`src/rtl/pwm_multi_pkg.sv`:
```
// Shared register map for the pwm_multi peripheral.
// Holds the register indices and the CTRL bit positions.
package pwm_multi_pkg;

  localparam int REG_CTRL   = 0;
  localparam int REG_PERIOD = 1;
  localparam int REG_PRESC  = 2;
  localparam int REG_POL    = 3;
  localparam int REG_DUTY0  = 4;

  localparam int CTRL_EN_BIT  = 0;
  localparam int CTRL_OVF_BIT = 1;

endpackage

```
`src/rtl/pwm_channel.sv`:
```
// One PWM channel: a double-buffered duty register, compare, polarity and output flop.
// The active duty follows the shadow continuously while disabled and only at a boundary while enabled.
module pwm_channel
  import pwm_multi_pkg::*;
#(
  parameter int WIDTH = 8
) (
  input  logic             clk,
  input  logic             rst,
  input  logic [WIDTH-1:0] cnt,
  input  logic             bnd,
  input  logic             en,
  input  logic             pol,
  input  logic             wr,
  input  logic [WIDTH-1:0] di,
  output logic [WIDTH-1:0] duty,
  output logic             out
);

  logic [WIDTH-1:0] duty_act;

  always_ff @(posedge clk or posedge rst) begin
    if (rst) begin
      duty <= '0;
    end else if (wr) begin
      duty <= di;
    end
  end

  // A write on a boundary cycle is deferred: the active copy samples the pre-write shadow.
  always_ff @(posedge clk or posedge rst) begin
    if (rst) begin
      duty_act <= '0;
    end else if (!en || bnd) begin
      duty_act <= duty;
    end
  end

  always_ff @(posedge clk or posedge rst) begin
    if (rst) begin
      out <= 1'b0;
    end else begin
      out <= en ? ((cnt < duty_act) ^ pol) : pol;
    end
  end

endmodule

```
`src/rtl/pwm_multi.sv`:
```
// Multi-channel PWM peripheral: bus decode, shared prescaler and period counter, CTRL/OVF and read mux.
// The read-data port is named dout because "do" is a reserved word in SystemVerilog.
module pwm_multi
  import pwm_multi_pkg::*;
#(
  parameter int WIDTH       = 8,
  parameter int CHANNELS    = 4,
  parameter int PRESC_WIDTH = 8,
  localparam int ADDR_W     = $clog2(CHANNELS + 4)
) (
  input  logic                sys_clk,
  input  logic                sys_rst,
  input  logic                cs,
  input  logic                wren,
  input  logic [ADDR_W-1:0]   addr,
  input  logic [WIDTH-1:0]    di,
  output logic [WIDTH-1:0]    dout,
  output logic [CHANNELS-1:0] out
);

  logic                   en;
  logic                   ovf;
  logic [WIDTH-1:0]       period_sh;
  logic [WIDTH-1:0]       top_act;
  logic [PRESC_WIDTH-1:0] presc_sh;
  logic [PRESC_WIDTH-1:0] presc_cnt;
  logic [WIDTH-1:0]       cnt;
  logic [CHANNELS-1:0]    pol;
  logic [WIDTH-1:0]       duty_sh [CHANNELS];

  logic wr;
  logic wr_ctrl;
  logic wr_period;
  logic wr_presc;
  logic wr_pol;
  logic tick;
  logic bnd;

  assign wr        = cs && wren;
  assign wr_ctrl   = wr && (addr == ADDR_W'(REG_CTRL));
  assign wr_period = wr && (addr == ADDR_W'(REG_PERIOD));
  assign wr_presc  = wr && (addr == ADDR_W'(REG_PRESC));
  assign wr_pol    = wr && (addr == ADDR_W'(REG_POL));

  assign tick = (presc_cnt == presc_sh);
  assign bnd  = en && tick && (cnt == top_act);

  always_ff @(posedge sys_clk or posedge sys_rst) begin
    if (sys_rst) begin
      en        <= 1'b0;
      period_sh <= '0;
      presc_sh  <= '0;
      pol       <= '0;
    end else begin
      if (wr_ctrl) begin
        en <= di[CTRL_EN_BIT];
      end
      if (wr_period) begin
        period_sh <= di;
      end
      if (wr_presc) begin
        presc_sh <= di[PRESC_WIDTH-1:0];
      end
      if (wr_pol) begin
        pol <= di[CHANNELS-1:0];
      end
    end
  end

  // A boundary setting OVF takes priority over a simultaneous write-1-clear.
  always_ff @(posedge sys_clk or posedge sys_rst) begin
    if (sys_rst) begin
      ovf <= 1'b0;
    end else if (bnd) begin
      ovf <= 1'b1;
    end else if (wr_ctrl && di[CTRL_OVF_BIT]) begin
      ovf <= 1'b0;
    end
  end

  always_ff @(posedge sys_clk or posedge sys_rst) begin
    if (sys_rst) begin
      presc_cnt <= '0;
    end else if (!en || wr_presc || tick) begin
      presc_cnt <= '0;
    end else begin
      presc_cnt <= presc_cnt + 1'b1;
    end
  end

  always_ff @(posedge sys_clk or posedge sys_rst) begin
    if (sys_rst) begin
      cnt <= '0;
    end else if (!en) begin
      cnt <= '0;
    end else if (tick) begin
      cnt <= (cnt == top_act) ? '0 : cnt + 1'b1;
    end
  end

  always_ff @(posedge sys_clk or posedge sys_rst) begin
    if (sys_rst) begin
      top_act <= '0;
    end else if (!en || bnd) begin
      top_act <= period_sh;
    end
  end

  for (genvar i = 0; i < CHANNELS; i++) begin : g_chan
    logic wr_duty;

    assign wr_duty = wr && (addr == ADDR_W'(REG_DUTY0 + i));

    pwm_channel #(
      .WIDTH(WIDTH)
    ) u_chan (
      .clk  (sys_clk),
      .rst  (sys_rst),
      .cnt  (cnt),
      .bnd  (bnd),
      .en   (en),
      .pol  (pol[i]),
      .wr   (wr_duty),
      .di   (di),
      .duty (duty_sh[i]),
      .out  (out[i])
    );
  end

  // Reads return shadow values; any index outside the map reads as zero.
  always_comb begin
    dout = '0;
    if (cs) begin
      if (addr == ADDR_W'(REG_CTRL)) begin
        dout[CTRL_EN_BIT]  = en;
        dout[CTRL_OVF_BIT] = ovf;
      end
      if (addr == ADDR_W'(REG_PERIOD)) begin
        dout = period_sh;
      end
      if (addr == ADDR_W'(REG_PRESC)) begin
        dout[PRESC_WIDTH-1:0] = presc_sh;
      end
      if (addr == ADDR_W'(REG_POL)) begin
        dout[CHANNELS-1:0] = pol;
      end
      for (int i = 0; i < CHANNELS; i++) begin
        if (addr == ADDR_W'(REG_DUTY0 + i)) begin
          dout = duty_sh[i];
        end
      end
    end
  end

endmodule

```
`config.mk`:
```
export PLATFORM = sky130hd
export DESIGN_NAME = pwm_multi
export DESIGN_NICKNAME = d
export VERILOG_FILES = /design/src/rtl/pwm_multi_pkg.sv /design/src/rtl/pwm_channel.sv /design/src/rtl/pwm_multi.sv
export SDC_FILE = /design/constraint.sdc
export NUM_CORES = 1
export LEC_CHECK = 0
export ABC_CLOCK_PERIOD_IN_PS = 3500
export BUFFER_PORTS_ARGS = -buffer_cell sky130_fd_sc_hd__buf_2
export CAP_MARGIN = 20
export CORE_ASPECT_RATIO = 1.5
export CORE_MARGIN = 8
export CORE_UTILIZATION = 51
export CTS_BUF_LIST = sky130_fd_sc_hd__clkbuf_2
export DETAILED_ROUTE_END_ITERATION = 6
export GPL_TIMING_DRIVEN = 0
export PLACE_DENSITY = 0.71
export SETUP_SLACK_MARGIN = 0.05
export SYNTH_ARGS = -nofsm -noshare
export SYNTH_HDL_FRONTEND = slang
export SYNTH_SLANG_ARGS = --single-unit
```
`constraint.sdc`:
```
create_clock -name sys_clk -period 3.5 [get_ports sys_clk]
set_clock_uncertainty 0.1 [all_clocks]
set_input_delay 0.35 -clock sys_clk [delete_from_list [all_inputs] [get_ports sys_clk]]
set_output_delay 0.35 -clock sys_clk [all_outputs]
set_load 0.05 [all_outputs]
```
Word level (Yosys, flattened, before mapping). Index checks and enable logic that the tools add are counted.

$add $sub $neg: 2. $lt $le $gt $ge: 4. Equality and inequality tests: 10. Muxes and demuxes: 19. Bitwise logic cells: 4. Reductions and logical operators: 18.

Operators by type and width (number): $mux 8 (11); $lt 8x8->1 (4); $add 8x1->8 const B (2); $eq 8x8->1 (2); $eq 3x3->1 const B (4); $logic_and 1x1->1 (12); $eq 3x2->1 const B (2); $mux 1 (6); $mux 4 (1); $xor 1x1->1 (4); $eq 3x1->1 const B (1); $logic_not 3->1 (1); $logic_or 1x1->1 (3); $mux 2 (1); $ne 2x1->1 const B (1); $reduce_bool 2->1 (1); $logic_not 1->1 (1).

Register bits after elaboration: 114. Output and inout bits: 12. Word-level logic and storage cells: 77.

Logic depth before layout (Yosys ltp). Gate-level depths: netlist (run 1).

Depth after elaboration: 10. Mapped depth: 7. Gate-level depth less buffers: 7.

By module. A second synthesis (run 1) with hierarchy kept.

Cell total of the unflattened synthesis: 516. Area total of the unflattened synthesis: 6098.3 um^2.

Modules (own cells, without submodules): pwm_channel (instances 4, cells an instance 62, area an instance 859.6 um^2); pwm_multi (instances 1, cells an instance 268, area an instance 2660.1 um^2).

Worst setup path before layout (run 1). OpenSTA, ideal clock, no wires.

Path kind: input port to output port. Start point: in addr[1]. End point: out dout[3]. Data arrival time: 2.212 ns. Required time: 3.050 ns. Slack: 0.838 ns. Stages: 5. Path buffers: 2. Cell sequence: buf_2 buf_2 mux2_2 o22ai_1 a211oi_1.

Longest elaborated chain between the ends: 9. Elaborated cells on any way between the ends: 15. Those cells by class: eq/ne (7); mux (8).

RTL lines: from (decl) (RTL line pwm_multi.sv:15) `input logic [ADDR_W-1:0] addr,`; $eq 3x1->1 (RTL line pwm_multi.sv:138) `if (addr == ADDR_W'(REG_PERIOD)) begin`; $mux 8 (RTL line pwm_multi.sv:138); $mux 8 (RTL line pwm_multi.sv:141) `if (addr == ADDR_W'(REG_PRESC)) begin`; $mux 4 (RTL line pwm_multi.sv:144) `if (addr == ADDR_W'(REG_POL)) begin`; $mux 8 (3 in series) (RTL line pwm_multi.sv:148) `if (addr == ADDR_W'(REG_DUTY0 + i)) begin`; $mux 8 * (RTL line pwm_multi.sv:148); $mux 8 * (RTL line pwm_multi.sv:133) `if (cs) begin`; to (decl) (RTL line pwm_multi.sv:17) `output logic [WIDTH-1:0] dout,`.

Every way passes the cells marked *; elsewhere a longest branch is shown, timed or not.

Worst setup path in the final report (run 1).
Start point: in addr[2]. End point: out dout[3].

The elaborated chain is that of the path after synthesis.

==> impl_metrics.csv, run 1 <==
group,metric,value,unit
outcome,outcome,"finished clean",
sta,period_needed,2670,ps
pwr,peakVddDrop,0.314,mV
cts,cts-htree-levels,4,
pwr,p_int,0.00283,W
synthesis,synth_edf_count,0,
min_path,hold_path.class,"input port to flop",
cts,post-cts-setup-buffers,0,
synthesis,syn-cell-area,0.00591,mm²
cells_and_area,layout.cells.non_filler,704,
worst_setup_path,crit_type,"input port to output pin",
worst_setup_path,cp-end-kind,"output pin",
routing,route.detailed.drc,0,
placement,io_buffers,25,
synthesis,synth-seq-area-share,0.482,
sta,max_freq,375,MHz
floorplanning,core_area,0.0114,mm²
cts,tritoncts,"yes",
placement,hpwl,10500,µm
pwr,clkPwrFrac,0.223,
floorplanning,rows,48,
grt,grtUsageTotal,0.195,
grt,grt_first_pass_wirelength,23200,µm
cts,post_cts_resized,0,
routing,vias,4053,
routing,wl,14100,µm
placement,gp_congestion,0.847,
worst_setup_path,reg2regPathDepth,7,
cells_and_area,drive_above_1_share,0.331,
sta,tightest_slew,1100,ps
worst_setup_path,arrival,2220,ps
worst_setup_path,cp_slowest_cell,"clkbuf_1",
floorplanning,die_h,148,µm
cells_and_area,nets,585,
cts,path_clk_slew,170,ps
pwr,switching_share,0.334,
sta,slew_headroom,0.262,
synthesis,ys_top_cells_by_area,"dfrtp_1, mux2_2, ha_1",
cts,clock_latency,640,ps
pwr,p_leak,3.09,nW
sta,setup_viol,0,
floorplanning,die_area,0.0154,mm²
cts,cts-buffers-inserted,17,
synthesis,ys_seq_elements,114,
synthesis,synth_top_flop_cell,"dfrtp_1",
sta,finalCritPeriodShare,0.762,
routing,drt.antenna.violating_nets,0,
worst_setup_path,cp.required,3050,ps
cells_and_area,final_util,0.582,
grt,grt.overflow.total,0,
cts,cts_buffer_depth,2,
cells_and_area,area_delta_synth_final,12.4,%
grt,grt_pass1_vias,4362,
pwr,p_comb_frac,0.308,
synthesis,synthDistinctLibCells,48,
synthesis,synth.most_common_cell,"dfrtp_1",
routing,first_iter_violations,256,
cts,clockRootBuffer,"clkbuf_2",
synthesis,async_reset_ff_frac,1.00,
worst_setup_path,cp_cell_sequence,"buf_2, clkbuf_1, clkbuf_1, a221oi_1, a211oi_1, buf_2",
cts,cts_hold_buf,9,
floorplanning,initial_core_util,0.518,
routing,dr.pass1.iters,5,
worst_setup_path,regToRegSetupSlack,1130,ps
placement,place_area,0.00629,mm²
pwr,powerDensity,639,mW/mm²
flow_run,cap_violations,0,
worst_setup_path,cp-start-kind,"input port",
sta,maxSlewViolCount,0,
synthesis,syn_nets,529,
synthesis,synthCells,484,
cells_and_area,final_area,0.00664,mm²
synthesis,synth_warnings,0,
worst_setup_path,slowest_delay,560,ps
pwr,p_switching,0.00142,W
sta,hold_viol,0,
synthesis,yosys.area.top_type_share,0.482,
synthesis,yosys-top-cells-count,"dfrtp_1, mux2_2, inv_1, ha_1, nand2_1",
min_path,hold_depth,3,
synthesis,avgSynthCellArea,12.2,µm²
routing,routed_via_density,5.76,
cts,cts_sinks,114,
floorplanning,num_io_pins,27,
grt,grt_start_max_net_pins,39,
synthesis,synth_top_area_cell,"dfrtp_1",
sta,rsz0062_at_grt,"no",
pwr,p_seq_frac,0.469,
sta,fin_setup_tns,0,ps
grt,antenna_found_initial,1,
worst_setup_path,cp_max_fo,10,
routing,wl_per_cell,20.0,µm
floorplanning,die_x,104,µm
placement,place_inst,662,
==> per-layer routing <==
layer  global-route usage  vias to the layer above  wire (µm)
li1                     -                     1853          -
met1                0.222                     2066       5760
met2                0.332                       97       7180
met3               0.0418                       37        473
met4                0.108                        0        649
met5                    0                        -          0
==> state kept, by name, summed over array words and instances (netlist names) <==
name                    flops
g_chan.u_chan.duty         32
pol                         4
en                          1
presc_sh                    8
g_chan.u_chan.out           4
g_chan.u_chan.duty_act     32
presc_cnt                   8
cnt                         8
top_act                     8
ovf                         1
period_sh                   8
==> layout by cell type, fill, tap and decap left out, drive strengths merged, types with 4 or more instances in the layout <==
cell type    count
dfrtp          114
mux2            94
buf             43
inv             30
ha              30
clkbuf          26
nand2           19
nor2            17
xor2            17
o21ai           14
a21oi           12
xnor2            9
nand3            9
nor2b            9
dlygate4sd3      9
nand2b           7
nor3             7
clkinv           7
mux2i            6
a221oi           6
a31oi            5
a211oi           5
a21o             5
a22oi            4
mux4             4
o2111ai          4
a211o            4
bufinv           4
==> stage by stage <==
step | hold slack [ps] | power [W] | setup WS (ps)
after global placement | 378 | 0.00324 | 915
after floorplan | 354 | 0.00295 | 838
final | 157 | 0.00425 | 834
after CTS | 85.7 | 0.00428 | 850
after detailed placement | 334 | 0.00332 | 883
after global routing | 70.7 | 0.00451 | 729
==> worst paths after layout <==
check | from | end
worst max-delay path | addr[2] | dout[3]
worst min register to register | ovf | ovf
worst min-delay path | addr[2] | presc_sh[0]
max in group asynchronous | sys_rst | g_chan[1].u_chan.duty[3]
min in group asynchronous | sys_rst | cnt[5]
worst max register to register | presc_sh[0] | g_chan[2].u_chan.duty_act[3]
==> critical path, delay by kind of cell <==
family                 cells  cell delay (ps)
buffers and inverters      4             1420
AO/OA/AOI/OAI              2              440
==> cell type report <==
type | instances | area (µm²)
fill | 1002 | 4770
sequential | 114 | 2850
multi-input combinational | 317 | 2780
timing repair buffer | 37 | 275
tap | 150 | 188
clock inverter | 13 | 166
buffer | 22 | 166
inverter | 31 | 120
clock buffer | 19 | 95.1
antenna | 1 | 2.50
==> power by group through the flow <==
stage | registers [W] | clock network [W] | logic [W]
finish | 0.00199 | 0.000947 | 0.00131
global route | 0.00204 | 0.00104 | 0.00144
CTS | 0.00199 | 0.000969 | 0.00132
detailed placement | 0.00202 | 0 | 0.00131
global placement | 0.00200 | 0 | 0.00125
floorplan | 0.00191 | 0 | 0.00104
==> logic make-up after synthesis <==
family / Yosys count / share of synthesized area
flip-flops: 114 / 0.482
multiplexers: 104 / 0.208
AND/OR/NAND/NOR: 87 / 0.0779
AO/OA/AOI/OAI: 70 / 0.0823
buffers and inverters: 53 / 0.0478
adder cells (fa/ha/maj): 30 / 0.0635
XOR/XNOR: 26 / 0.0385
Power figures use the tool's default switching activity.
==> run 2: changes to the inputs <==
ABC_AREA = 1   (was not set)
ABC_CLOCK_PERIOD_IN_PS = 2400   (was 3500)
clock period = 2.4 ns   (was 3.5 ns; I/O delays follow)
==> run 2 against run 1 <==
  * Cell area up 6.6%
  * Global-route usage up 1.9 points
  * Synthesized cell count increased by 67%
  * Sequential share of layout area is 2.6 points lower
  * Routed wire length rose by 18%
  * First-iteration DRC count grew 37%
  * Critical path depth is 1 higher
  * Die area rose by 4.1%
  * Sequential power grew 38%
  * Worst setup slack got worse by 740 ps
  * Flip-flop and latch count unchanged
==> impl_metrics.csv, run 2 <==
group,metric,value,unit
sta,setup_viol,0,
grt,grt.overflow.total,0,
cts,cts_sinks,114,
synthesis,syn-cell-area,0.00619,mm²
cts,cts-htree-levels,4,
cells_and_area,nets,917,
pwr,power,0.00605,W
sta,hold_viol,0,
pwr,peakVddDrop,0.594,mV
sta,finalCritPeriodShare,0.959,
cells_and_area,top_regs,"g_chan.u_chan.duty (32), g_chan.u_chan.duty_act (32)",
pwr,powerDensity,855,mW/mm²
cts,cts-buffers-inserted,17,
floorplanning,rows,49,
synthesis,syn_nets,852,
worst_setup_path,arrival,1960,ps
routing,dr.pass1.iters,6,
floorplanning,die_area,0.0160,mm²
routing,first_iter_violations,351,
placement,place_inst,986,
cts,clock_latency,690,ps
floorplanning,die_x,106,µm
cells_and_area,final_common_cell,"nand2_1",
synthesis,synth_top_flop_cell,"dfrtp_1",
synthesis,synth_top_area_cell,"dfrtp_1",
worst_setup_path,cp-start-kind,"flop",
routing,routed_via_density,5.31,
cts,cts_buffer_depth,2,
synthesis,synth_warnings,0,
sta,period_needed,2300,ps
floorplanning,initial_core_util,0.521,
min_path,hold_path.class,"input port to flop",
cells_and_area,final_cell_mix,"nand2_1, dfrtp_1, inv_1",
synthesis,synth.most_common_cell,"nand2_1",
synthesis,yosys.area.top_type_share,0.461,
sta,rsz0062_at_grt,"yes",
grt,grt_pass1_vias,5541,
cells_and_area,layout.cells.non_filler,1039,
worst_setup_path,cp.required,2060,ps
synthesis,avgSynthCellArea,7.67,µm²
floorplanning,core_area,0.0119,mm²
routing,wl_per_cell,15.9,µm
synthesis,yosys-top-cells-count,"nand2_1, dfrtp_1, inv_1, nand3_1, nor2_1",
pwr,p_leak,3.76,nW
sta,tightest_slew,806,ps
floorplanning,num_io_pins,27,
worst_setup_path,cp-end-kind,"output pin",
synthesis,synth_edf_count,0,
grt,grt_start_max_net_pins,41,
cells_and_area,drive_above_1_share,0.114,
placement,gp_congestion,0.933,
synthesis,async_reset_ff_frac,1.00,
cts,path_clk_slew,170,ps
grt,antenna_found_initial,1,
sta,fin_setup_tns,0,ps
sta,slew_headroom,0.462,
synthesis,synthCells,807,
cts,tritoncts,"yes",
cells_and_area,area_delta_synth_final,14.4,%
routing,route.detailed.drc,0,
placement,io_buffers,24,
worst_setup_path,cp_max_fo,3,
outcome,outcome,"finished clean",
grt,grt_first_pass_wirelength,26600,µm
routing,vias,5518,
sta,max_freq,434,MHz
flow_run,cap_violations,0,
placement,hpwl,12400,µm
cts,clockRootBuffer,"clkbuf_2",
worst_setup_path,crit_type,"flop to output pin",
grt,grtUsageTotal,0.214,
synthesis,ys_seq_elements,114,
synthesis,ys_top_cells_by_area,"dfrtp_1, nand2_1, ha_1",
sta,maxSlewViolCount,0,
synthesis,synth-seq-area-share,0.461,
routing,wl,16500,µm
routing,drt.antenna.violating_nets,0,
floorplanning,die_h,151,µm
synthesis,synthDistinctLibCells,30,
-- run 2: final timing paths --
check	startpoint	end	slack, ps	cells past startpoint
worst max-delay path	presc_sh[3]	dout[3]	100	7
worst min-delay path	addr[2]	en	30	5
worst max register to register	cnt[4]	g_chan[2].u_chan.duty_act[5]	350	9
worst min register to register	g_chan[3].u_chan.duty[1]	g_chan[3].u_chan.duty_act[1]	410	2
max in group asynchronous	sys_rst	g_chan[1].u_chan.out	1150	5
min in group asynchronous	sys_rst	presc_sh[2]	120	3
-- run 2: repair_timing --
item / 4_1_cts / 5_1_grt
hold buffers: 15 / 0
hold endpoints to repair: 90 / 0
pin swaps: 0 / 5
buffers inserted: 1 / 4
cloned: 0 / 0
gates resized for setup: 3 / 18
endpoints found under the setup margin: 4 / 8
-- run 2: area by class of cell --
cell class              count  area (µm²)
diodes                      1        2.50
inverters                 103         390
clock buffers              19        95.1
repair buffers             46         375
clock inverters            13         214
well taps                 153         191
plain buffers              29         178
flip-flops and latches    114        2850
fillers                  1089        4810
multi-input cells         561        2780
-- run 2: cells by family after synthesis --
group                      count (synthesis)  share of synthesized area
xor gates and xnor gates                   9                     0.0127
AOI/OAI and AO/OA                        112                     0.0956
adders and majority gates                 30                     0.0606
and+or+nand+nor                          410                      0.279
buffers and inverters                    132                     0.0911
DFF                                      114                      0.461
-- run 2: per-stage QoR --
| stage | util | instance area (µm²) | setup slack [ps] | hold WS (ps) |
|---|---|---|---|---|
| finish | 0.595 | 7080 | 97.9 | 31.2 |
| global route | 0.595 | 7080 | 1.25 | 4.29 |
| CTS | 0.590 | 7020 | 60.7 | 6.97 |
| detailed placement | 0.550 | 6550 | 195 | 316 |
| global placement | 0.547 | 6510 | -6.12 | 360 |
| floorplan | - | 6190 | 272 | 261 |
-- run 2: layer usage --
layer,vias up,global-route usage,wire [µm]
li1,2689,-,-
met1,2639,0.227,6460
met2,144,0.383,8600
met3,46,0.0490,730
met4,0,0.117,737
met5,-,0,0
-- run 2: where the power goes --
group	internal, W	leakage, nW	switching (W)
logic	0.000621	2.17	0.00107
clock network	0.000885	0.172	0.000734
registers	0.00238	1.42	0.000364
-- run 2: worst max-delay path, cell delays in order (launching register included) --
cell      delay, ps
dfrtp_1         410
inv_1            60
o21ai_1         300
nor2_1           80
nand4_1         100
nand2_1          60
inv_1            50
clkbuf_4        220
